`src/rtl/id_ex_stage_pkg.sv`:
```
// rtl/id_ex_stage_pkg.sv - shared constants and types for the ID/EX boundary
package id_ex_stage_pkg;

    // Forward-select encoding used by the per-operand mux
    localparam logic [1:0] FWD_RF   = 2'd0;
    localparam logic [1:0] FWD_EALU = 2'd1;
    localparam logic [1:0] FWD_MALU = 2'd2;
    localparam logic [1:0] FWD_MMO  = 2'd3;

    localparam int ALUC_W = 4;

    // Control bundle carried into the EX stage
    typedef struct packed {
        logic              wreg;
        logic              m2reg;
        logic              wmem;
        logic              aluimm;
        logic              shift;
        logic              jal;
        logic [ALUC_W-1:0] aluc;
    } ectl_t;

    // Value loaded on reset and on bubble cycles
    localparam ectl_t CTL_ZERO = '0;

endpackage

```
`src/rtl/id_ex_stage_fwd_mux.sv`:
```
// rtl/id_ex_stage_fwd_mux.sv - one operand's forward select and 4:1 data mux
module id_ex_stage_fwd_mux
    import id_ex_stage_pkg::*;
#(
    parameter int DW = 32,
    parameter int RW = 5
) (
    input  logic [RW-1:0] rn,
    input  logic [DW-1:0] q,
    input  logic [RW-1:0] ern,
    input  logic          ewreg,
    input  logic          em2reg,
    input  logic [DW-1:0] ealu,
    input  logic [RW-1:0] mrn,
    input  logic          mwreg,
    input  logic          mm2reg,
    input  logic [DW-1:0] malu,
    input  logic [DW-1:0] mmo,
    output logic [DW-1:0] d
);

    logic [1:0] sel;

    // Youngest producer wins; r0 is never forwarded and EX loads cannot forward
    always_comb begin
        sel = FWD_RF;
        if (ewreg && !em2reg && (ern != '0) && (ern == rn)) begin
            sel = FWD_EALU;
        end else if (mwreg && (mrn != '0) && (mrn == rn)) begin
            sel = mm2reg ? FWD_MMO : FWD_MALU;
        end
    end

    // Operand data selected by the forward code
    always_comb begin
        unique case (sel)
            FWD_EALU: d = ealu;
            FWD_MALU: d = malu;
            FWD_MMO:  d = mmo;
            default:  d = q;
        endcase
    end

endmodule

```
`src/rtl/id_ex_stage.sv`:
```
// rtl/id_ex_stage.sv - ID/EX pipeline register with forwarding, load-use stall and stall counter
module id_ex_stage
    import id_ex_stage_pkg::*;
#(
    parameter int DW = 32,
    parameter int RW = 5,
    parameter int CW = 32
) (
    input  logic              clk,
    input  logic              rst,
    input  logic [RW-1:0]     rna,
    input  logic [RW-1:0]     rnb,
    input  logic [DW-1:0]     qa,
    input  logic [DW-1:0]     qb,
    input  logic              use_rs,
    input  logic              use_rt,
    input  logic [DW-1:0]     imm,
    input  logic [DW-1:0]     dpc4,
    input  logic [RW-1:0]     drn,
    input  logic              dwreg,
    input  logic              dm2reg,
    input  logic              dwmem,
    input  logic              daluimm,
    input  logic              dshift,
    input  logic              djal,
    input  logic [ALUC_W-1:0] daluc,
    input  logic [RW-1:0]     ern,
    input  logic              ewreg,
    input  logic              em2reg,
    input  logic [DW-1:0]     ealu,
    input  logic [RW-1:0]     mrn,
    input  logic              mwreg,
    input  logic              mm2reg,
    input  logic [DW-1:0]     malu,
    input  logic [DW-1:0]     mmo,
    input  logic              flush,
    output logic              wpcir,
    output logic [DW-1:0]     ea,
    output logic [DW-1:0]     eb,
    output logic [DW-1:0]     eimm,
    output logic [DW-1:0]     epc4,
    output logic [RW-1:0]     ern_o,
    output logic              ewreg_o,
    output logic              em2reg_o,
    output logic              ewmem_o,
    output logic              ealuimm_o,
    output logic              eshift_o,
    output logic              ejal_o,
    output logic [ALUC_W-1:0] ealuc_o,
    output logic [CW-1:0]     stall_cnt
);

    logic [DW-1:0] fwd_a;
    logic [DW-1:0] fwd_b;
    logic          stall;
    logic          bubble;
    ectl_t         dctl;
    ectl_t         ectl;

    id_ex_stage_fwd_mux #(.DW(DW), .RW(RW)) u_fwd_a (
        .rn(rna), .q(qa), .ern(ern), .ewreg(ewreg), .em2reg(em2reg), .ealu(ealu),
        .mrn(mrn), .mwreg(mwreg), .mm2reg(mm2reg), .malu(malu), .mmo(mmo), .d(fwd_a)
    );

    id_ex_stage_fwd_mux #(.DW(DW), .RW(RW)) u_fwd_b (
        .rn(rnb), .q(qb), .ern(ern), .ewreg(ewreg), .em2reg(em2reg), .ealu(ealu),
        .mrn(mrn), .mwreg(mwreg), .mm2reg(mm2reg), .malu(malu), .mmo(mmo), .d(fwd_b)
    );

    // Load in EX feeding a source that ID actually reads; reset masks it
    always_comb begin
        stall  = !rst && ewreg && em2reg && (ern != '0) &&
                 ((use_rs && (ern == rna)) || (use_rt && (ern == rnb)));
        bubble = stall || flush;
        wpcir  = !stall || flush;
        dctl   = '{wreg: dwreg, m2reg: dm2reg, wmem: dwmem, aluimm: daluimm,
                   shift: dshift, jal: djal, aluc: daluc};
    end

    // ID/EX register: data always advances, controls and destination squashed on bubbles
    always_ff @(posedge clk) begin
        if (rst) begin
            ea    <= '0;
            eb    <= '0;
            eimm  <= '0;
            epc4  <= '0;
            ern_o <= '0;
            ectl  <= CTL_ZERO;
        end else begin
            ea    <= fwd_a;
            eb    <= fwd_b;
            eimm  <= imm;
            epc4  <= dpc4;
            ern_o <= bubble ? '0 : drn;
            ectl  <= bubble ? CTL_ZERO : dctl;
        end
    end

    // Counts cycles lost to load-use stalls; a flushed stall is not a lost cycle
    always_ff @(posedge clk) begin
        if (rst) begin
            stall_cnt <= '0;
        end else if (stall && !flush) begin
            stall_cnt <= stall_cnt + CW'(1);
        end
    end

    assign ewreg_o   = ectl.wreg;
    assign em2reg_o  = ectl.m2reg;
    assign ewmem_o   = ectl.wmem;
    assign ealuimm_o = ectl.aluimm;
    assign eshift_o  = ectl.shift;
    assign ejal_o    = ectl.jal;
    assign ealuc_o   = ectl.aluc;

endmodule

```
`config.mk`:
```
export PLATFORM = sky130hd
export DESIGN_NAME = id_ex_stage
export DESIGN_NICKNAME = d
export VERILOG_FILES = /design/src/rtl/id_ex_stage_pkg.sv /design/src/rtl/id_ex_stage_fwd_mux.sv /design/src/rtl/id_ex_stage.sv
export SDC_FILE = /design/constraint.sdc
export NUM_CORES = 1
export LEC_CHECK = 0
export ABC_AREA = 1
export BUFFER_PORTS_ARGS = -buffer_cell sky130_fd_sc_hd__buf_2
export CORE_ASPECT_RATIO = 0.5
export CORE_MARGIN = 5
export CORE_UTILIZATION = 40
export DETAILED_ROUTE_END_ITERATION = 10
export HOLD_SLACK_MARGIN = 0.05
export PLACE_DENSITY = 0.69
export SYNTH_ARGS = -nofsm -noshare
export SYNTH_HDL_FRONTEND = slang
export SYNTH_SLANG_ARGS = --single-unit
```
`constraint.sdc`:
```
create_clock -name clk -period 2.07 [get_ports clk]
set_clock_uncertainty 0.1 [all_clocks]
set_input_delay 0.1035 -clock clk [delete_from_list [all_inputs] [get_ports clk]]
set_output_delay 0.1035 -clock clk [all_outputs]
set_load 0.01 [all_outputs]
```
==> run summary, run 1 <==
The kind of cell with the highest combined delay along the critical path is buffers and inverters. The all-layer global routing usage is 29.5%. The net count after synthesis is 1728. The data arrival time of the worst path is 2.19 ns.

The share of Yosys cell area claimed by the top area cell type is 37.4%. The part of the total power dissipated in the clock network is 39.8%. Of all flip-flops after synthesis, the portion carrying an async set or reset was 0%. After layout, the design draws a total of 0.00854 W. The level count of the clock H-tree came out at 4. The worst reg-to-reg path cell count came out at 8. Across the VDD grid, the largest voltage drop is 0.544 mV. The full die area is 26800 um^2. In this run the cell area of the synthesized design comes to 9360 um^2. For this run, global-route usage on met1 was measured as 35.4%. The placed wire-length estimate came out at 28200 um. The proportion of power drawn by combinational gates came out at 18.5%.

The worst setup slack before clock tree synthesis came out at 0.179 ns. The number of buffers added for setup after CTS is 0. The switching power is 0.00252 W. The leakage power summed over all cells came out at 7.64 nW. Summed over all instances, the cell type with the most area after synthesis is sky130_fd_sc_hd__dfxtp_1. The cell with the most instances after synthesis is sky130_fd_sc_hd__nand2_1. Power spread over the standard cell area amounts to 580 nW/um^2. The cell depth of the worst hold path is 3.

The worst hold path begins at rst. The fraction of the yosys area taken by sequential cells came out at 37.4%. The starting density of the core is 40.8%.

Based on the critical path, the design can be clocked at up to 514 MHz. The count of buffers inserted at the top-level ports came out at 443. In this run the remaining antenna-violating nets after routing total 0. The total of max-cap violations came out at 0. The post-route minimum period is 1.95 ns. Counting distinct cell types in the post-synthesis netlist gives 27. The via count of the first global-routing pass is 11600. The flip-flop and latch count after synthesis is 175.

The number of DRC markers after the initial detailed-route iteration is 1352. The mean cell area of the mapped netlist is 6.42 um^2. The count of flip-flops with a built-in enable after synthesis came out at 0.

For hold timing, the worst endpoint is epc4[7]$_SDFF_PP0_. The floorplan core area is 22900 um^2. The final-report max-slew violation count is 0. The largest single stage delay on the critical path is 0.55 ns. The initial antenna violation count was 12. The buffer levels on the longest clock path came out at 2.

The slack of the critical path came out at 0.123 ns. The share of total power consumed by net switching came out at 29.6%. The die extent in y is 118 um. The setup-violating endpoint count in the final report is 0.

The worst setup path is captured at a flop. The final global-route overflow total came out at 0. At the worst endpoint, the required time is 2.31 ns. The critical path in this run is classified as input port to flop. Cells with a size suffix above 1 make up 27.6% of the layout. Among all stages on the critical path, the largest delay is contributed by sky130_fd_sc_hd__dlygate4sd3_1.

Setup repair after global routing left no endpoint under its margin. The worst-case register-to-register setup slack came out at 0.19 ns. The fraction of power consumed by sequential logic came out at 41.8%.

The post-route setup TNS is 0 ns. The worst path uses 94.1% of the clock period. The clock network latency to the later pin of the worst-skew pair is 0.44 ns. Sorting the synthesized cells by area gives the leading types as sky130_fd_sc_hd__dfxtp_1, sky130_fd_sc_hd__nand2_1, sky130_fd_sc_hd__nand4_1. The startpoint identified for the worst register-to-register timing path is stall_cnt[1]$_SDFFE_PP0P_. For this design the top-level I/O count stands at 444. The flow ran to the end, and the final reports show no timing, DRC or antenna violations. The pin count of the biggest net entering global routing came out at 97. The met3 usage in global routing came out at 5.62%.

In the global route stage, met2 resource usage came out at 51.6%. The hold violation count in the final report was 0. The total buffers and inverters traversed by the critical path came out at 8. The tree is rooted in a sky130_fd_sc_hd__clkbuf_16. The clock input transition at the sequential cells of the worst setup and hold paths is 0.07 ns. The floorplan has 39 rows.

The post-detailed-route via-to-cell ratio came out at 5.06. The worst register-to-register path ends at stall_cnt[10]$_SDFFE_PP0P_. The routability congestion estimate from global placement is 0.920. The total iterations of the first detailed-routing run is 8.

The number of buffers created by CTS came out at 17. The signal on the critical path passes through buf_2 > buf_4 > inv_2 > nand2_1 > nand2_1 > inv_1 > nand2_1 > nor2_4 > nand3_2 > nand2_2 > buf_12 > o21ai_0 > inv_1 > nand2_1 > dlygate4sd3_1 > inv_1. In this run the worst path has a maximum fanout of 46. The count of vias placed by the detailed router is 12200. Measured against its own limit, the worst slew margin works out to 69.1%.

Among all flip-flop cells after synthesis, the most frequent one is sky130_fd_sc_hd__dfxtp_1. The final wirelength came out at 41500 um. The area added between synthesis and finish came out at 57.1%. In this run the worst hold path is classified as input port to flop. The count of synthesis-stage warnings from yosys is 0. Sorting the synthesized cells by how often they occur yields sky130_fd_sc_hd__nand2_1, sky130_fd_sc_hd__inv_1, sky130_fd_sc_hd__dfxtp_1. The first global-routing pass estimated 63200 um of wire. The die is 226 um wide.

The average detailed-routed wire length per instance came out at 17.2 um. The synthesized netlist cell count came out at 1459. The most utilized layer in the global route result is met2. The final routed DRC violation total came out at 0.

The launching element type of the critical path is an input port. TritonCTS built the clock tree. The count of nets after finishing is 2352. The number of clock sinks seen by CTS came out at 175.

The most numerous cell type found on the critical path is sky130_fd_sc_hd__nand2_1. The transition time at the pin with the least slew margin came out at 0.463 ns. Internal power comes to 0.00601 W.
sequential cells by signal, indices dropped and copies added, names as in the netlist, 4 cells and up:
signal and cells:
ea 32, eb 32, eimm 32, epc4 32, stall_cnt 32, ern_o 5, ealuc_o 4
worst min-delay path: stages:
cell                     delay [ns]
sky130_fd_sc_hd__buf_2         0.12
sky130_fd_sc_hd__buf_12        0.20
sky130_fd_sc_hd__nor2_1        0.13
repair_timing:
action / CTS / global route
hold endpoints to repair: 143 / 0
resized for setup: 0 / 4
endpoints found under the setup margin: 0 / 17
hold buffers: 207 / 0
kinds of logic (layout without fill, tap and decap cells):
logic type | Yosys count | count (layout) | share of synthesized area (%)
flops | 175 | 175 | 37.4
other cells | 0 | 11 | 0
compound gates | 105 | 105 | 5.61
xor+xnor | 23 | 23 | 2.23
fa+ha+maj | 1 | 1 | 0.134
simple gates | 773 | 773 | 38.2
buf+inv | 382 | 1019 | 16.4
cell type report:
cell class                 count  area (um^2)
fill                        2053         8230
timing repair buffer         694         4740
multi-input combinational    902         4350
sequential                   175         3500
inverter                     293         1100
clock buffer                  17          425
tap                          307          384
clock inverter                15          186
antenna                       11         27.5
placed cells by master, fill, tap and decap left out, drive strengths merged, types with 39 or more instances in the layout:
master | synthesis | layout
a21oi | 39 | 39
buf | 50 | 487
clkinv | 34 | 39
dfxtp | 175 | 175
dlygate4sd3 | 0 | 207
inv | 259 | 268
nand2 | 313 | 313
nand3 | 132 | 132
nand4 | 150 | 150
nor2 | 162 | 162
o21ai | 66 | 66
metal layers:
layer,wire length [um],share of wire (%)
met1,15600,38
met2,20700,50
met3,3350,8.1
met4,1770,4.3
met5,7,0.017
stage by stage:
step                      area [um^2]  hold WS, ns  cells  utilization, %
after floorplan                  9360        0.110   1459               -
after global placement          12000        0.202   2164            52.2
after detailed placement        12000        0.209   2164            52.2
after CTS                       14700       0.0528   2403            63.9
after global routing            14700       0.0920   2414            64.1
final                           14700       0.0638   2414            64.1
worst max-delay path by stage:
stage / start / endpoint / slack, ns / cells past startpoint
after floorplan: stall_cnt[0]$_SDFFE_PP0P_ / stall_cnt[14]$_SDFFE_PP0P_ / 0.30 / 9
after global placement: rnb[0] / eb[19]$_SDFF_PP0_ / 0.20 / 13
after detailed placement: rnb[0] / eb[19]$_SDFF_PP0_ / 0.18 / 13
after CTS: rnb[0] / eb[19]$_SDFF_PP0_ / 0.14 / 14
after global routing: rnb[0] / eb[3]$_SDFF_PP0_ / 0.009 / 15
final: ern[1] / ea[13]$_SDFF_PP0_ / 0.12 / 16
power by group through the flow:
stage / combinational [W] / clock, W / sequential, W
floorplan: 0.000467 / 0 / 0.00372
global placement: 0.00120 / 0 / 0.00364
detailed placement: 0.00120 / 0 / 0.00364
CTS: 0.00153 / 0.00344 / 0.00356
global route: 0.00169 / 0.00361 / 0.00358
finish: 0.00158 / 0.00339 / 0.00357
Power figures use the tool's default switching activity.
==> run 2: changes to the inputs <==
==> constraint.sdc (replaced) <==
create_clock -name clk -period 2.07 [get_ports clk]
set_clock_uncertainty 0.1 [all_clocks]
set_input_delay 0.5175 -clock clk [delete_from_list [all_inputs] [get_ports clk]]
set_output_delay 0.5175 -clock clk [all_outputs]
set_load 0.01 [all_outputs]
==> run summary, run 2 (synthesis gave the netlist of run 1 again) <==
The highest clock frequency the design can meet is 470 MHz (-8.6%). The hold violation count in the final report is 0 (unchanged). The share of cells above drive strength 1 came out at 32.1% (+4.6 points). The data required time at the worst endpoint is 1.45 ns (-0.86 ns). The floorplan core area came out at 22900 um^2 (unchanged). The total iterations of the first detailed-routing run is 6 (-2). The final cell area excluding filler cells came to 12900 um^2 (-12%). The count of vias placed by the detailed router is 11100 (-8.8%). The final routed DRC violation total was 0 (unchanged). The fraction of power consumed by sequential logic is 43.4% (+1.6 points). The level count of the clock H-tree was 4 (unchanged).

The share of the clock period used by the worst path after layout is 103% (+8.8 points). The placed wire-length estimate was 28500 um (+1.1%). The clock input transition at the sequential cells of the worst setup and hold paths came to 0.08 ns (about the same). STA classifies the critical path endpoint as an output port. The setup-violating endpoint count in the final report came to 1 (+1). STA classifies the critical path startpoint as an input port. The amount of wire on met3 after detailed routing came to 2370 um (-29%). The post-detailed-placement cell area is 12100 um^2 (+1.3%). The slack of the critical path came to -0.0595 ns (-0.182 ns). The routed metal-1 wirelength is 15200 um (-2.4%). The buffer levels on the longest clock path is 2 (unchanged). The count of buffers inserted at the top-level ports is 443 (unchanged).

The internal portion of total power is 0.00578 W (-3.9%). The post-route minimum period came out at 2.13 ns (+0.182 ns). The full die area came to 26800 um^2 (unchanged).

The worst min-delay path category is input port to flop. The pin count of the biggest net entering global routing is 97 (unchanged). The die width came out at 226 um (unchanged).

The final reports fail on setup timing. The count of filler cells inserted in the layout was 2390 (+16%). The starting density of the core came out at 40.8% (unchanged). In the layout the commonest cells are sky130_fd_sc_hd__buf_2, sky130_fd_sc_hd__nand2_1, sky130_fd_sc_hd__inv_1.

The leakage power summed over all cells is 6.99 nW (-8.5%). The final global-route overflow total is 0 (unchanged). Setup repair after global routing could not meet its margin everywhere. The part of the total power dissipated in the clock network came to 41.2% (+1.4 points). The transition time at the pin with the least slew margin came out at 0.427 ns (-0.0357 ns).

The switching power came to 0.00243 W (-3.7%). The share of total power consumed by net switching was 29.6% (+0.035 points). The final-report max-slew violation count is 0 (unchanged). The number of standard-cell rows in the floorplan came out at 39 (unchanged). The total of max-cap violations came out at 0 (unchanged). The initial antenna violation count came out at 11 (-1).

The remaining antenna violation count after routing came out at 0 (unchanged). The wire length of the first global-routing pass is 56600 um (-10%). The number of DRC markers after the initial detailed-route iteration is 1089 (-19%).

The count of boundary I/O pins was 444 (unchanged). The number of buffers created by CTS is 17 (unchanged). The post-detailed-route via-to-cell ratio came to 5.00 (-1.2%).

The routability congestion estimate from global placement came out at 0.947 (+2.9%). The flow ran to the end, but the final reports show violations. The area added between synthesis and finish is 37.9%.

The number of clock sinks seen by CTS came to 175 (unchanged). The total length of routed met2 wires was 18800 um (-9.6%). The data arrival time of the worst path came out at 1.51 ns (-0.68 ns).

The via count of the first global-routing pass was 10200 (-12%). The maximum ir drop on the vdd rail came out at 0.678 mV (+25%). The detailed router used layers up to and including met4. The final wirelength came out at 37300 um (-10%). The power density of the placed cells is 636 nW/um^2 (+9.5%). The count of nets after finishing is 2166 (-7.9%).

The utilization of the core after routing is 56.3% (-7.8 points). The post-route setup TNS is -0.0595 ns (-0.0595 ns). The die extent in y came out at 118 um (unchanged). The worst relative slew slack is 71.5% (+2.4 points). The worst setup slack before clock tree synthesis was -0.176 ns (-0.355 ns). The all-layer global routing usage came out at 26.5% (-3.0 points). The proportion of power drawn by combinational gates came to 15.4% (-3.1 points). The clock network latency to the later pin of the worst-skew pair was 0.44 ns (about the same). The worst-path maximum fanout is 4 (-91%).

The CTS tree is yes. The average detailed-routed wire length per instance is 16.7 um (-2.6%). The library cell used as clock root buffer is sky130_fd_sc_hd__clkbuf_16. Leaving out fill and tap cells, the most frequent cell in the layout is sky130_fd_sc_hd__buf_2. The worst setup path is of the input port to output port kind.
-- run 2: power groups by stage --
| stage | logic [W] | clock network [W] | registers (W) |
|---|---|---|---|
| global placement | 0.00121 | 0 | 0.00364 |
| CTS | 0.00123 | 0.00345 | 0.00356 |
| floorplan | 0.000467 | 0 | 0.00372 |
| detailed placement | 0.00122 | 0 | 0.00364 |
| global route | 0.00138 | 0.00358 | 0.00358 |
| finish | 0.00126 | 0.00338 | 0.00356 |
-- run 2: per-layer routing --
layer | up-vias | global-route usage [%]
met5 | - | 0
met4 | 0 | 8.86
li1 | 5490 | -
met2 | 470 | 45.8
met1 | 5109 | 33.6
met3 | 64 | 4.81
-- run 2: worst max-delay path: stages --
cell and delay, ns:
sky130_fd_sc_hd__buf_4 0.14, sky130_fd_sc_hd__xor2_1 0.16, sky130_fd_sc_hd__nor2_2 0.17, sky130_fd_sc_hd__nand4_1 0.16, sky130_fd_sc_hd__nand2_2 0.14, sky130_fd_sc_hd__nand3_2 0.09
sky130_fd_sc_hd__buf_6 0.13
-- run 2: area by class of cell --
cell class	instances	area, um^2	share of cell area (%)
multi-input combinational	902	4400	34.0
sequential	175	3500	27.1
clock buffer	17	425	3.29
timing repair buffer	508	2880	22.3
inverter	293	1110	8.58
clock inverter	15	189	1.46
antenna	11	27.5	0.213
tap	307	384	2.97
-- run 2: final timing paths --
| kind | startpoint | endpoint | slack (ns) | depth (start not counted) |
|---|---|---|---|---|
| worst max-delay path | ern[4] | wpcir | -0.06 | 7 |
| worst min-delay path | imm[25] | eimm[25]$_SDFF_PP0_ | 0.17 | 3 |
| worst max register to register | stall_cnt[5]$_SDFFE_PP0P_ | stall_cnt[9]$_SDFFE_PP0P_ | 0.25 | 7 |
| worst min register to register | stall_cnt[31]$_SDFFE_PP0P_ | stall_cnt[31]$_SDFFE_PP0P_ | 0.40 | 2 |
-- run 2: repair_timing --
item / CTS / global route
endpoints found under the setup margin: 1 / 2
setup buffers: 1 / 4
hold buffers: 0 / 0
pin swaps: 1 / 13
gates resized for setup: 2 / 31
-- run 2: per-stage QoR --
step | power, W | hold slack [ns] | std cells
after global routing | 0.00853 | 0.151 | 2228
after global placement | 0.00485 | 0.380 | 2180
after floorplan | 0.00419 | 0.409 | 1459
final | 0.00821 | 0.171 | 2228
after detailed placement | 0.00486 | 0.386 | 2180
after CTS | 0.00824 | 0.142 | 2213
